File: src/rtl/frame_count_gen_pkg.sv
// isp_video_pkg: shared definitions for the ISP output-stage frame counter.
// Contents:
//   fsm_state_t    - frame tracker states (IDLE / SYNC / FRAME)
//   DEF_CNT_W      - default width of the running frame count
//   DEF_LINE_W     - default width of the per-frame line count
//   VS_POL_HIGH/LOW- vsync polarity selectors
//   ERR_CNT_W      - width of the saturating error-frame count
package isp_video_pkg;

  typedef enum logic [1:0] {
    ST_IDLE  = 2'd0,
    ST_SYNC  = 2'd1,
    ST_FRAME = 2'd2
  } fsm_state_t;

  localparam int DEF_CNT_W  = 16;
  localparam int DEF_LINE_W = 12;
  localparam int ERR_CNT_W  = 8;

  localparam bit VS_POL_HIGH = 1'b1;
  localparam bit VS_POL_LOW  = 1'b0;

endpackage

File: src/rtl/frame_count_gen_edge_det.sv
// sig_edge_det: registers a level signal once and reports its edges.
// Ports:
//   ispclk - clock
//   rst_n  - async active-low reset (all registers clear to 0)
//   d      - level input, synchronous to ispclk
//   q      - d delayed by one clock
//   rise   - 1 for one cycle after q goes 0->1
//   fall   - 1 for one cycle after q goes 1->0
module sig_edge_det (
  input  logic ispclk,
  input  logic rst_n,
  input  logic d,
  output logic q,
  output logic rise,
  output logic fall
);

  logic q_dly;

  always_ff @(posedge ispclk or negedge rst_n) begin
    if (!rst_n) begin
      q     <= 1'b0;
      q_dly <= 1'b0;
    end else begin
      q     <= d;
      q_dly <= q;
    end
  end

  assign rise = q & ~q_dly;
  assign fall = ~q & q_dly;

endmodule

File: src/rtl/frame_count_gen.sv
// frame_count_gen: counts completed video frames at the ISP output stage for
// the FPS display. Runs beside the pixel datapath and never stalls it.
// Optional build macro: FRAME_CHECK_EN adds per-frame geometry checking
// (lines per frame, valid pixels per line); without it frame_err and err_cnt
// are tied to 0.
// Ports:
//   ispclk, rst_n     - pixel clock, async active-low reset
//   enable            - 1 counts; 0 returns to IDLE with counts held
//   clear             - sync clear of frames_cnt and err_cnt (wins over increment)
//   vsync_i, href_i   - video timing (vsync polarity set by VS_ACTIVE_HIGH)
//   pix_vld_i         - pixel valid, used only by the geometry check
//   frames_cnt        - completed-frame count, wraps
//   frame_done        - one-cycle pulse per counted frame
//   line_cnt          - lines seen so far in the current frame (saturating)
//   frame_act         - 1 while the tracker is in FRAME
//   frame_err         - one-cycle pulse with frame_done for a bad-geometry frame
//   err_cnt           - saturating count of bad-geometry frames
module frame_count_gen
  import isp_video_pkg::*;
#(
  parameter bit VS_ACTIVE_HIGH = VS_POL_HIGH,
  parameter int CNT_W          = DEF_CNT_W,
  parameter int LINE_W         = DEF_LINE_W,
  parameter int PIX_W          = 12,
  parameter int EXP_LINES      = 720,
  parameter int EXP_PIX        = 1280
) (
  input  logic                 ispclk,
  input  logic                 rst_n,
  input  logic                 enable,
  input  logic                 clear,
  input  logic                 vsync_i,
  input  logic                 href_i,
  input  logic                 pix_vld_i,
  output logic [CNT_W-1:0]     frames_cnt,
  output logic                 frame_done,
  output logic [LINE_W-1:0]    line_cnt,
  output logic                 frame_act,
  output logic                 frame_err,
  output logic [ERR_CNT_W-1:0] err_cnt
);

  fsm_state_t        state_q;
  fsm_state_t        state_d;
  logic              vs_norm;
  logic              vs_edge;
  logic              line_end;
  logic              in_frame;
  logic              frame_close;
  logic [LINE_W-1:0] line_inc;
  logic [LINE_W-1:0] lines_eff;
  logic              unused_vs_lvl;
  logic              unused_vs_fall;
  logic              unused_href_lvl;
  logic              unused_href_rise;

  // Normalise vsync so the edge detector always looks for an asserting edge.
  assign vs_norm = VS_ACTIVE_HIGH ? vsync_i : ~vsync_i;

  sig_edge_det u_vs_det (
    .ispclk (ispclk),
    .rst_n  (rst_n),
    .d      (vs_norm),
    .q      (unused_vs_lvl),
    .rise   (vs_edge),
    .fall   (unused_vs_fall)
  );

  sig_edge_det u_href_det (
    .ispclk (ispclk),
    .rst_n  (rst_n),
    .d      (href_i),
    .q      (unused_href_lvl),
    .rise   (unused_href_rise),
    .fall   (line_end)
  );

  // A line ending in the same cycle as the closing vsync still belongs to the
  // closing frame, so frame decisions use lines_eff rather than line_cnt.
  assign line_inc  = (&line_cnt) ? line_cnt : line_cnt + 1'b1;
  assign lines_eff = line_end ? line_inc : line_cnt;
  assign in_frame  = enable && (state_q == ST_FRAME);
  assign frame_act = (state_q == ST_FRAME);

  always_comb begin
    state_d     = state_q;
    frame_close = 1'b0;
    if (!enable) begin
      state_d = ST_IDLE;
    end else begin
      case (state_q)
        ST_IDLE:  state_d = ST_SYNC;
        ST_SYNC:  if (vs_edge) state_d = ST_FRAME;
        ST_FRAME: if (vs_edge && (lines_eff != '0)) frame_close = 1'b1;
        default:  state_d = ST_IDLE;
      endcase
    end
  end

  always_ff @(posedge ispclk or negedge rst_n) begin
    if (!rst_n) begin
      state_q    <= ST_IDLE;
      line_cnt   <= '0;
      frames_cnt <= '0;
      frame_done <= 1'b0;
    end else begin
      state_q    <= state_d;
      frame_done <= 1'b0;
      if (!in_frame || vs_edge) begin
        line_cnt <= '0;
      end else if (line_end) begin
        line_cnt <= line_inc;
      end
      if (clear) begin
        frames_cnt <= '0;
      end else if (frame_close) begin
        frames_cnt <= frames_cnt + 1'b1;
        frame_done <= 1'b1;
      end
    end
  end

`ifdef FRAME_CHECK_EN
  logic             pix_q;
  logic [PIX_W-1:0] pix_cnt;
  logic             bad_q;
  logic             line_bad;
  logic             frame_bad;

  // pix_q lines up with the registered href, so by the line_end cycle every
  // pixel of the line is already in pix_cnt.
  assign line_bad  = line_end && (pix_cnt != PIX_W'(EXP_PIX));
  assign frame_bad = bad_q || line_bad || (lines_eff != LINE_W'(EXP_LINES));

  always_ff @(posedge ispclk or negedge rst_n) begin
    if (!rst_n) begin
      pix_q     <= 1'b0;
      pix_cnt   <= '0;
      bad_q     <= 1'b0;
      frame_err <= 1'b0;
      err_cnt   <= '0;
    end else begin
      pix_q     <= pix_vld_i;
      frame_err <= 1'b0;
      if (!in_frame) begin
        pix_cnt <= '0;
      end else if (line_end) begin
        pix_cnt <= {{(PIX_W-1){1'b0}}, pix_q};
      end else if (pix_q && !(&pix_cnt)) begin
        pix_cnt <= pix_cnt + 1'b1;
      end
      if (!in_frame || vs_edge) begin
        bad_q <= 1'b0;
      end else if (line_bad) begin
        bad_q <= 1'b1;
      end
      if (clear) begin
        err_cnt <= '0;
      end else if (frame_close && frame_bad) begin
        frame_err <= 1'b1;
        if (!(&err_cnt)) err_cnt <= err_cnt + 1'b1;
      end
    end
  end
`else
  logic unused_check_cfg;

  assign frame_err        = 1'b0;
  assign err_cnt          = '0;
  assign unused_check_cfg = ^{pix_vld_i, PIX_W[0], EXP_LINES[0], EXP_PIX[0]};
`endif

endmodule

File: config.mk
export PLATFORM = sky130hd
export DESIGN_NAME = frame_count_gen
export DESIGN_NICKNAME = d
export VERILOG_FILES = /design/src/rtl/frame_count_gen_pkg.sv /design/src/rtl/frame_count_gen_edge_det.sv /design/src/rtl/frame_count_gen.sv
export SDC_FILE = /design/constraint.sdc
export NUM_CORES = 1
export LEC_CHECK = 0
export CAP_MARGIN = 10
export CORE_UTILIZATION = 50
export DETAILED_ROUTE_END_ITERATION = 6
export PLACE_DENSITY = 0.79
export SLEW_MARGIN = 20
export SYNTH_ARGS = -nofsm -noshare
export SYNTH_HDL_FRONTEND = slang
export SYNTH_SLANG_ARGS = --single-unit
export TNS_END_PERCENT = 30
File: constraint.sdc
create_clock -name ispclk -period 2.9 [get_ports ispclk]
set_input_delay 0.435 -clock ispclk [delete_from_list [all_inputs] [get_ports ispclk]]
set_output_delay 0.435 -clock ispclk [all_outputs]
set_load 0.01 [all_outputs]
==> metrics.md <==
| Metric | Value |
|---|---|
| Core Box Area | `about 0.004 mm²` |
| Post-synth EDFFs | `0` |
| Worst-path clk slew | `about 0.070 ns` |
| Inst Count DP | `between 200 and 300` |
| Count of cell types in the netlist | `52` |
| Vias in the first global route | `1619` |
| Max Root-Sink Buffers | `2` |
| CP cell instances | `ha_1, and3_4, and4_4, or4b_1, o31ai_1, a41oi_2, nand4_1, mux2_1` |
| CP Data Arrival Time | `2.81 ns` |
| TritonRoute pass-1 iters | `6` |
| Yosys top cell by area | `dfrtp_1` |
| Setup Viol. Count Final | `0` |
| TritonCTS clock tree | `built` |
| Gr usage total | `0.225` |
| Die height | `between 60 and 70 µm` |
| Synth Cell Area | `0.00208 mm²` |
| Post-synthesis sequential area ratio | `0.422` |
| Buffers on Ports | `35` |
| Worst Hold Depth | `0` |
| Post-Route WL | `4.21 mm` |
| Fin nets | `261` |
| Top-level port count | `46` |
| Fraction of layout instances using a drive strength above 1 | `0.0751` |
| Top Layer Used | `met4` |
| Post-DP HPWL | `2.94 mm` |
| Final Non-Filler Cells | `303` |
| Reg2reg path depth | `8` |
| Mapped Cells | `220` |
| Num CTS Buffers | `5` |
| Worst endpoint required time | `3.06 ns` |
| Post-CTS Setup Inserts | `0` |
| Synth Area in Compound Gates | `0.148` |
| Met3 wire len | `approximately 190 µm` |
| Syn Area/Cell | `9.44 µm²` |
| Site Rows | `23` |
| Peak supply drop | `0.193 mV` |
| MaxCap Viol Count | `0` |
| Initial Util | `0.519` |
| Worst path slowest cell | `dfrtp_1` |
| RSZ-0062 raised after global routing | `false` |
| Max-slew headroom | `0.642` |
| Ys flop type | `dfrtp_1` |
| Slew @ Worst Pin | `about 0.54 ns` |
| CTS Root Cell | `clkbuf_8` |
| Num Clock Sinks | `35` |
| Hold worst-path end | `u_vs_det.q_dly` |
| Cts repair resizes | `0` |
| Metal2 WL | `2.15 mm` |
| Layout Area Growth over Synthesis | `20.4%` |
| Final Skew | `0.00420 ns` |
| CP endpoint kind | `flop` |
| Synth Area in Adders | `0.0120` |
| Slowest cell delay on critical path | `0.46 ns` |
| Die area | `approximately 0.0044 mm²` |
| Hold WC Path Type | `flop to flop` |
| Reg-to-reg slack, setup | `between 0.2 and 0.3 ns` |
| Fmax | `378 MHz` |
| Failing checks | `design-rule violations` |
| Synth async-reset ratio | `1.00` |
| Synth top area share | `0.422` |
| Synth Warn # | `0` |
| DRC | `2` |
| Most frequent cells after synthesis | `35 x dfrtp_1, 22 x nor2_1, 14 x nand3_1` |
| Fin crit share | `0.913` |
| CP Class | `flop to flop` |
| Synth Area in XOR/XNOR | `0.0331` |
| Hold_sp | `u_vs_det.q` |
| Simple-gate share of the synthesized area | `0.288` |
| Die X | `66.5 µm` |
| Hold Buf Count CTS | `0` |
| H-tree depth | `2` |
| Util after Layout | `0.625` |
| CP Launch Point | `line_cnt[0]` |
| Via count | `1693` |
| Count leader, synth | `dfrtp_1` |
| DR iter-0 viols | `135` |
| Mux cell area share after synthesis | `0.0157` |
| Initial antenna violation count | `0` |
| Largest family of logic cells by synthesized area | `simple AND/OR/NAND/NOR gates` |
| Wire length on met1 | `1.84 mm` |
| RR Endpoint | `frames_cnt[9]` |
| Buffer and inverter count on the worst path | `0` |
| CP max FO | `7` |
| Status | `finished with violations` |
| Largest net degree at the start of global routing | `36` |
| Diodes inserted | `0` |
| Clk Latency, worst-skew pair | `0.28 ns` |
| Synth area leaders | `dfrtp_1 42%, buf_4 4.3%, nor2_1 4.0%` |
| Total grt overflow | `0` |
| Reg2reg start | `line_cnt[0]` |
| Crit path max-delay family | `simple AND/OR/NAND/NOR gates` |
| Crit path time final | `approximately 2.6 ns` |
| PwrDens | `369 mW/mm²` |
| Leakage Power | `1.03 nW` |
| FF+latch count, synth | `35` |
| Via-to-Cell Ratio | `roughly 5.6` |
| Critical Path Start Type | `flop` |
| Overall power | `~0.9 mW` |
| Final ANT Viol Nets | `0` |
| Hold Vio Cnt, Final | `0` |
| Final setup TNS | `0 ns` |
| Routability cong. | `0.861` |
| WL/cell | `13.9 µm` |
| Slew Limit Fails | `0` |
| Global-route wire length before repair | `7.25 mm` |
[area by class of cell]
type / instances / area [µm²]
clock buffers: 8 / 100
repair buffers: 38 / 373
well taps: 50 / 62.6
inverters: 6 / 22.5
multi-input cells: 166 / 1070
fillers: 360 / 1500
flip-flops and latches: 35 / 876
[where the power goes]
group | internal, mW | switching [mW]
sequential | 0.493 | 0.00373
combinational | 0.0136 | 0.0255
clock | 0.217 | 0.172
total | 0.723 | 0.201
[logic make-up (layout without fill, tap and decap cells)]
family / after synthesis / after routing
xor gates and xnor gates: 7 / 7
and+or+nand+nor: 100 / 100
adders and majority gates: 2 / 2
buffers and inverters: 27 / 52
AOI/OAI and AO/OA: 45 / 45
muxes: 3 / 3
DFF: 35 / 35
other: 1 / 9
[how the worst max path moves through the flow]
stage	endpoint	depth (start not counted)	slack [ns]
finish	frames_cnt[9]	8	0.25
global route	frames_cnt[13]	9	0.02
CTS	frames_cnt[9]	8	0.24
detailed placement	frames_cnt[15]	9	0.28
global placement	frames_cnt[2]	9	0.33
floorplan	frames_cnt[9]	8	0.41
[state kept, by name, indices dropped and copies added (netlist names)]
name,flops
frames_cnt,16
line_cnt,12
state_q,2
frame_done,1
u_href_det.q,1
u_href_det.q_dly,1
u_vs_det.q,1
u_vs_det.q_dly,1
[layer usage]
layer	global-route usage	vias to the layer above
met5	0	-
met4	0.0824	0
met3	0.0736	4
met2	0.385	43
met1	0.261	807
li1	-	839
[metrics by stage]
step	hold WS, ns	instance area, µm²	worst slack, ns
2_1_floorplan	0.139	2110	0.414
3_3_place_gp	0.355	2400	0.331
3_5_place_dp	0.384	2400	0.280
4_1_cts	0.403	2500	0.235
5_1_grt	0.418	2500	0.0232
6_report	0.404	2500	0.252
[placed cells by master, fill, tap and decap left out, drive strengths merged, types with 6 or more instances in the layout]
cell / n
nor2: 22
and3: 7
nand3: 14
o21ai: 8
dfrtp: 35
clkbuf: 8
inv: 6
conb: 9
a21oi: 13
a31oi: 6
nor3: 7
clkdlybuf4s50: 35
nand2: 12
and2: 6
No activity file was read; power rests on OpenSTA's default activity.
